`config.mk`:
```
export PLATFORM = sky130hd
export DESIGN_NAME = pb_debouncer
export DESIGN_NICKNAME = d
export VERILOG_FILES = /design/src/rtl/pb_debouncer.sv
export SDC_FILE = /design/constraint.sdc
export NUM_CORES = 1
export LEC_CHECK = 0
export CORE_ASPECT_RATIO = 2
export CORE_MARGIN = 3
export CORE_UTILIZATION = 35
export DETAILED_ROUTE_END_ITERATION = 10
export GPL_ROUTABILITY_DRIVEN = 0
export GPL_TIMING_DRIVEN = 0
export PLACE_DENSITY = 0.6
export SLEW_MARGIN = 25
export SYNTH_ARGS = -nofsm -noshare
export SYNTH_HDL_FRONTEND = slang
export SYNTH_SLANG_ARGS = --single-unit
```
`constraint.sdc`:
```
create_clock -name clk -period 3.95 [get_ports clk]
set_clock_uncertainty 0.1 [all_clocks]
set_input_delay 0.79 -clock clk [delete_from_list [all_inputs] [get_ports clk]]
set_output_delay 0.79 -clock clk [all_outputs]
set_load 0.02 [all_outputs]
```
`src/rtl/pb_debouncer.sv`:
```
// rtl/pb_debouncer.sv - debouncer for 6 push buttons and 16 slide switches
// Optional press-edge pulses are built when PB_DEBOUNCER_EDGE_EN is defined.
module pb_debouncer #(
    parameter int SIMULATE        = 0,
    parameter int TICK_DIV        = 100000,
    parameter int DB_TICKS        = 5,
    parameter int BTN0_ACTIVE_LOW = 1
) (
    input  logic        clk,
    input  logic        reset,
    input  logic [5:0]  pbtn_in,
    input  logic [15:0] switch_in,
    output logic [5:0]  pbtn_db,
    output logic [15:0] swtch_db,
    output logic [5:0]  pbtn_rise,
    output logic        tick
);

    localparam int TICK_DIV_E = (SIMULATE != 0) ? 4 : TICK_DIV;
    localparam int DB_TICKS_E = (SIMULATE != 0) ? 5 : DB_TICKS;
    localparam int PRE_W      = (TICK_DIV_E > 1) ? $clog2(TICK_DIV_E) : 1;
    localparam logic [PRE_W-1:0] PRE_LAST = PRE_W'(TICK_DIV_E - 1);
    localparam logic [3:0]       CNT_LAST = 4'(DB_TICKS_E - 1);
    localparam logic [21:0]      INV_MASK = (BTN0_ACTIVE_LOW != 0) ? 22'd1 : 22'd0;

    logic [21:0]      meta_q;
    logic [21:0]      sync_q;
    logic [PRE_W-1:0] pre_q;
    logic [PRE_W-1:0] pre_d;
    logic             tick_q;
    logic [21:0]      db_q;
    logic [21:0]      db_d;
    logic [3:0]       cnt_q [22];
    logic [3:0]       cnt_d [22];

    // Button 0 is idle-high on the board; flipping it here keeps every debounced bit active-high.
    always_ff @(posedge clk or negedge reset) begin
        if (!reset) begin
            meta_q <= '0;
            sync_q <= '0;
        end else begin
            meta_q <= {switch_in, pbtn_in};
            sync_q <= meta_q ^ INV_MASK;
        end
    end

    always_comb begin
        pre_d = (pre_q == PRE_LAST) ? '0 : pre_q + 1'b1;
    end

    // tick_q mirrors pre_q == PRE_LAST but comes straight from a flop.
    always_ff @(posedge clk or negedge reset) begin
        if (!reset) begin
            pre_q  <= '0;
            tick_q <= 1'b0;
        end else begin
            pre_q  <= pre_d;
            tick_q <= (pre_d == PRE_LAST);
        end
    end

    always_comb begin
        db_d = db_q;
        for (int i = 0; i < 22; i++) begin
            cnt_d[i] = cnt_q[i];
            if (sync_q[i] == db_q[i]) begin
                cnt_d[i] = 4'd0;
            end else if (tick_q) begin
                if (cnt_q[i] == CNT_LAST) begin
                    db_d[i]  = sync_q[i];
                    cnt_d[i] = 4'd0;
                end else begin
                    cnt_d[i] = cnt_q[i] + 4'd1;
                end
            end
        end
    end

    always_ff @(posedge clk or negedge reset) begin
        if (!reset) begin
            db_q <= '0;
            for (int i = 0; i < 22; i++) begin
                cnt_q[i] <= 4'd0;
            end
        end else begin
            db_q <= db_d;
            for (int i = 0; i < 22; i++) begin
                cnt_q[i] <= cnt_d[i];
            end
        end
    end

`ifdef PB_DEBOUNCER_EDGE_EN
    logic [5:0] db_prev_q;
    logic [5:0] rise_q;

    always_ff @(posedge clk or negedge reset) begin
        if (!reset) begin
            db_prev_q <= '0;
            rise_q    <= '0;
        end else begin
            db_prev_q <= db_q[5:0];
            rise_q    <= db_q[5:0] & ~db_prev_q;
        end
    end

    assign pbtn_rise = rise_q;
`else
    assign pbtn_rise = 6'b0;
`endif

    assign pbtn_db  = db_q[5:0];
    assign swtch_db = db_q[21:6];
    assign tick     = tick_q;

endmodule

```
Word-level counts from Yosys, hierarchy flattened

Index checks and enable logic that the tools add are counted.

Add/subtract/negate cells: 23
$mul: 0
Divide/modulo/power cells: 0
Order comparisons: 0
Eq/ne operators: 46
Shift-type cells: 0
Mux-type cells: 67
Bitwise gates (word level): 23
Reductions and logical operators: 44

Operators by type and width:

| cell                    | number |
|---|---|
| $mux W4                 | 66 |
| $add A4 B1 Y4 const B   | 22 |
| $eq A4 B3 Y1 const B    | 22 |
| $reduce_and A3 Y1       | 22 |
| $reduce_bool A2 Y1      | 22 |
| $eq A17 B17 Y1 const B  | 2 |
| $not A1 Y1              | 23 |
| $eq A1 B1 Y1            | 22 |
| $add A17 B1 Y17 const B | 1 |
| $mux W17                | 1 |

Flip-flop bits (word level): 172
Latch bits: 0
Memory bits (writable): 0
Bits in read-only memories: 0
Input port bits: 24
Output and inout port bits: 29
Word-level logic and storage cells: 251
Memories: 0

Logic depth before layout (Yosys ltp)

Depth in word-level cells: 4
Mapped depth: 7
Mapped depth without buffers: 7

Worst setup path before layout

OpenSTA, ideal clock, no wires.

Path kind: reg2reg
From: reg pre_q[5]
To: reg tick_q (netlist: tick)
Library setup time: 111 ps
Data arrival time: 2029 ps
Data required time: 3739 ps
Slack: 1709 ps
Cell stages (with the launch flop): 6
Buffers on the path: 0
Clock period less this slack: 2241 ps
Cells stage by stage: dfrtp_1 -> nand2b_1 -> or4_4 -> or4b_1 -> or4_1 -> a2111oi_2

Longest elaborated chain between the ends: 3
Elaborated cells on any way between the ends: 4
Classes of those cells: 1 x add/sub; 2 x eq/ne; 1 x mux

Ends and longest elaborated chain:

| element                                           | RTL line | text |
|---|---|---|
| from (decl)                                       | 28       | `logic [PRE_W-1:0] pre_q;` |
| from (signal assigned)                            | 57       | `pre_q <= pre_d;` |
| $add A17 B1 Y17 or $eq A17 B17 Y1 (tied branches) | 48       | `pre_d = (pre_q == PRE_LAST) ? '0 : pre_q + 1'b1;` |
| $mux W17 (*)                                      | 48       |  |
| $eq A17 B17 Y1 (*)                                | 58       | `tick_q <= (pre_d == PRE_LAST);` |
| to (signal assigned)                              | 58       |  |
| to (decl)                                         | 30       | `logic tick_q;` |

Mark *: on every way between the ends. The rest lies on a longest branch, timed or not.
A chain may end at the register's enable or synchronous reset.

Worst setup path in the final report

From: reg tick_q (netlist: tick)
To: reg cnt_q[21] (netlist name)

Longest elaborated chain between the ends: 1

Ends and longest elaborated chain:

| element                             | RTL line | text |
|---|---|---|
| $reduce_bool A2 Y1 (no source line) | n/a      |  |
| to (signal, indexed assignment)     | 88       | `cnt_q[i] <= cnt_d[i];` |
| to (decl)                           | 33       | `logic [3:0] cnt_q [22];` |

No other way between the ends.

==> impl_metrics.sql <==
INSERT INTO impl_metrics (metric_group, metric, value, unit) VALUES
('clock_tree', 'clk_transition_reported_paths', '0.07', 'ns'),
('worst_setup_path', 'timing.critical_path.cells', 'clkbuf_1 > clkbuf_1 > buf_1 > mux2i_1 > nor2_1', ''),
('floorplanning', 'die_w', '113', 'um'),
('sta', 'worstMarginPinSlew', '0.935', 'ns'),
('power', 'power_density', '390', 'nW/um^2'),
('cells_and_area', 'layout.cells.most_common', 'dfrtp_1', ''),
('worst_setup_path', 'timing.critical_path.to_type', 'flop', ''),
('clock_tree', 'htree_num_levels', '4', ''),
('floorplanning', 'coreArea', '22300', 'sq um'),
('cells_and_area', 'drive_gt1_share', '8.09', '%'),
('drt', 'post_drt_via_cell_ratio', '4.99', ''),
('drt', 'postRouteWirelength', '15800', 'um'),
('worst_setup_path', 'worst-endpoint-arrival', '2.62', 'ns'),
('floorplanning', 'placement_rows', '77', ''),
('clock_tree', 'postCtsHoldBufs', '0', ''),
('worst_setup_path', 'worstRegToRegCells', '5', ''),
('sta', 'achievable-frequency', '413', 'MHz'),
('logic_synthesis', 'synth_enable_flop_cells', '0', ''),
('logic_synthesis', 'syn_avg_cell_area', '10.5', 'sq um'),
('grt', 'groute.usage.overall', '13.5', '%'),
('power', 'static-leakage-power', '4.03', 'nW'),
('drt', 'ant_nets', '0', ''),
('drt', 'routed-via-count', '5577', ''),
('drt', 'wire_per_inst', '14.1', 'um'),
('grt', 'wire_length_of_the_first_global_routing_pass', '27000', 'um'),
('placement', 'port_buffers', '46', ''),
('worst_setup_path', 'critPathSlowestCell', 'buf_1', ''),
('min_path', 'min-delay-path-class', 'in2async', ''),
('drt', 'post-route-drc-count', '0', ''),
('logic_synthesis', 'synth.distinct_cells', '43', ''),
('power', 'vdd.ir_drop.worst', '0.306', 'mV'),
('floorplanning', 'ios', '53', ''),
('sta', 'timing_max_transition_violations_final', '0', ''),
('worst_setup_path', 'crit_buf_inv', '3', ''),
('floorplanning', 'dieArea', '24700', 'sq um'),
('worst_setup_path', 'required', '4.15', 'ns'),
('sta', 'post-route-period-util', '61.3', '%'),
('sta', 'final_hold_viol_count', '0', ''),
('placement', 'dpl.hpwl', '10900', 'um'),
('sta', 'unrepaired_setup_endpoints_after_global_routing', 'no', ''),
('clock_tree', 'insertion_delay', '0.44', 'ns'),
('worst_setup_path', 'critPathKind', 'reg2reg', ''),
('placement', 'dpl_worst_slack', '1.48', 'ns'),
('clock_tree', 'postCtsSetupRepairBufs', '0', ''),
('drt', 'drt_iter0_drc', '201', ''),
('grt', 'grt_max_degree', '91', ''),
('worst_setup_path', 'critical_path.top_delay_family', 'buffers and inverters', ''),
('floorplanning', 'die_height', '219', 'um'),
('cells_and_area', 'n_antenna_cell', '0', ''),
('sta', 'worst_slew_margin_rel', '37.2', '%'),
('logic_synthesis', 'mappedNetlistArea', '7960', 'sq um'),
('floorplanning', 'initial_util', '35.8', '%'),
('logic_synthesis', 'synth_seq_cells', '172', ''),
('cells_and_area', 'layout.filler_cells', '2121', ''),
('cells_and_area', 'final_net_count', '897', ''),
('logic_synthesis', 'synthesis.instances', '757', ''),
('logic_synthesis', 'synth-async-reset-ratio', '100', '%'),
('clock_tree', 'post_cts.resized_instances', '0', ''),
('logic_synthesis', 'synth_flop_cell', 'dfrtp_1', ''),
('drt', 'detail_route.first_pass.iterations', '4', ''),
('run_status', 'run_status', 'finished, final reports clean', ''),
('worst_setup_path', 'cp_common_cell', 'clkbuf_1', ''),
('grt', 'globalRoute.totalOverflow', '0', ''),
('sta', 'postLayoutSetupSlackWorst', '1.53', 'ns'),
('clock_tree', 'clk_root_buffer_cell', 'clkbuf_16', ''),
('cells_and_area', 'layout_common_cells', '172 x dfrtp_1, 88 x nor2_1, 54 x inv_1', ''),
('sta', 'setup-violations-final', '0', ''),
('flow_run', 'max_cap_violations', '0', ''),
('clock_tree', 'clock_sinks', '172', ''),
('worst_setup_path', 'startpoint_type', 'flop', ''),
('clock_tree', 'cts_tree', 'built', '');
## cells in the mapped netlist (2+ instances only)
master / instances / share of area, %
xor2_1: 7 / 0.77
nand2b_1: 10 / 0.79
nor4_1: 2 / 0.16
buf_4: 6 / 0.57
nor3b_1: 3 / 0.28
nor3_1: 6 / 0.38
o21ai_0: 46 / 2.9
nand2_1: 50 / 2.4
mux2_2: 22 / 3.1
clkbuf_1: 10 / 0.47
o31ai_1: 2 / 0.19
nand3_1: 30 / 1.9
nor2b_1: 16 / 1.3
nand4_1: 25 / 2.0
a211oi_1: 13 / 1.2
mux2i_1: 23 / 2.9
or3_1: 15 / 1.2
ha_1: 45 / 7.1
dfrtp_1: 172 / 54
buf_1: 6 / 0.28
or4_1: 2 / 0.19
inv_1: 54 / 2.5
a311o_1: 7 / 0.88
nor2_1: 88 / 4.1
xnor2_1: 37 / 4.1
a21oi_1: 43 / 2.7
## logic make-up (layout without fill, tap and decap cells)
group,count (synthesis),count (layout),share of synthesized area [%]
multiplexers,45,45,6.00
AND/OR/NAND/NOR,256,256,15.6
adder cells (fa/ha/maj),45,45,7.07
buffers and inverters,79,158,4.02
other,1,6,0.0471
AO/OA/AOI/OAI,115,115,8.39
XOR/XNOR,44,44,4.84
flip-flops,172,172,54.0
## layout make-up
cell class	instances	area (sq um)	share of cell area (%)
flip-flops and latches	172	4300	45.5
multi-input cells	511	3360	35.5
repair buffers	47	493	5.21
clock buffers	19	453	4.79
well taps	276	345	3.65
inverters	56	210	2.22
clock inverters	13	188	1.98
plain buffers	23	110	1.16
## worst max-delay path by stage
stage	startpoint	cells after the start	slack [ns]	end
final	tick	5	1.53	cnt_q[21]
after global routing	tick	6	1.30	cnt_q[66]
after CTS	tick	5	1.44	cnt_q[21]
after detailed placement	tick	5	1.48	cnt_q[13]
after global placement	reset	1	-5.34	db_q[5]
after floorplan	pre_q[5]	5	1.71	tick
## report_power, final
part           switching (mW)  leakage (nW)  internal, mW  total, mW
sequential             0.0111          2.29          1.78       1.80
clock                   0.708         0.306          1.10       1.80
combinational          0.0585          1.44        0.0352     0.0938
## layer usage
layer  routed length [um]  part of all wire, %  global-route usage, %  vias up
li1                     -                    -                      -     2706
met1                 6450                   41                   14.7     2757
met2                 8490                   54                   24.5       86
met3                  479                  3.0                   3.34       28
met4                  383                  2.4                   5.78        0
met5                    0                    0                      0        -
## worst register-to-register path, cell delays in order (launching register included)
cell	delay [ns]
dfrtp_1	0.37
clkbuf_1	0.21
clkbuf_1	0.54
buf_1	0.73
mux2i_1	0.27
nor2_1	0.07
## state kept, by name (all words and copies together), names as in the netlist
register  flops
cnt_q        88
sync_q       22
db_q         22
tick          1
pre_q        17
meta_q       22
## stage by stage
step	util [%]	setup TNS, ns	std cells	hold WS [ns]	instance area (sq um)
3_5_place_dp	39.6	0	1085	0.236	8820
2_1_floorplan	-	0	762	0.231	7980
4_1_cts	42.5	0	1117	0.249	9460
6_report	42.5	0	1117	0.199	9460
5_1_grt	42.5	0	1117	0.258	9460
3_3_place_gp	39.5	-914.31	1084	0.232	8790
Power figures use the tool's default switching activity.
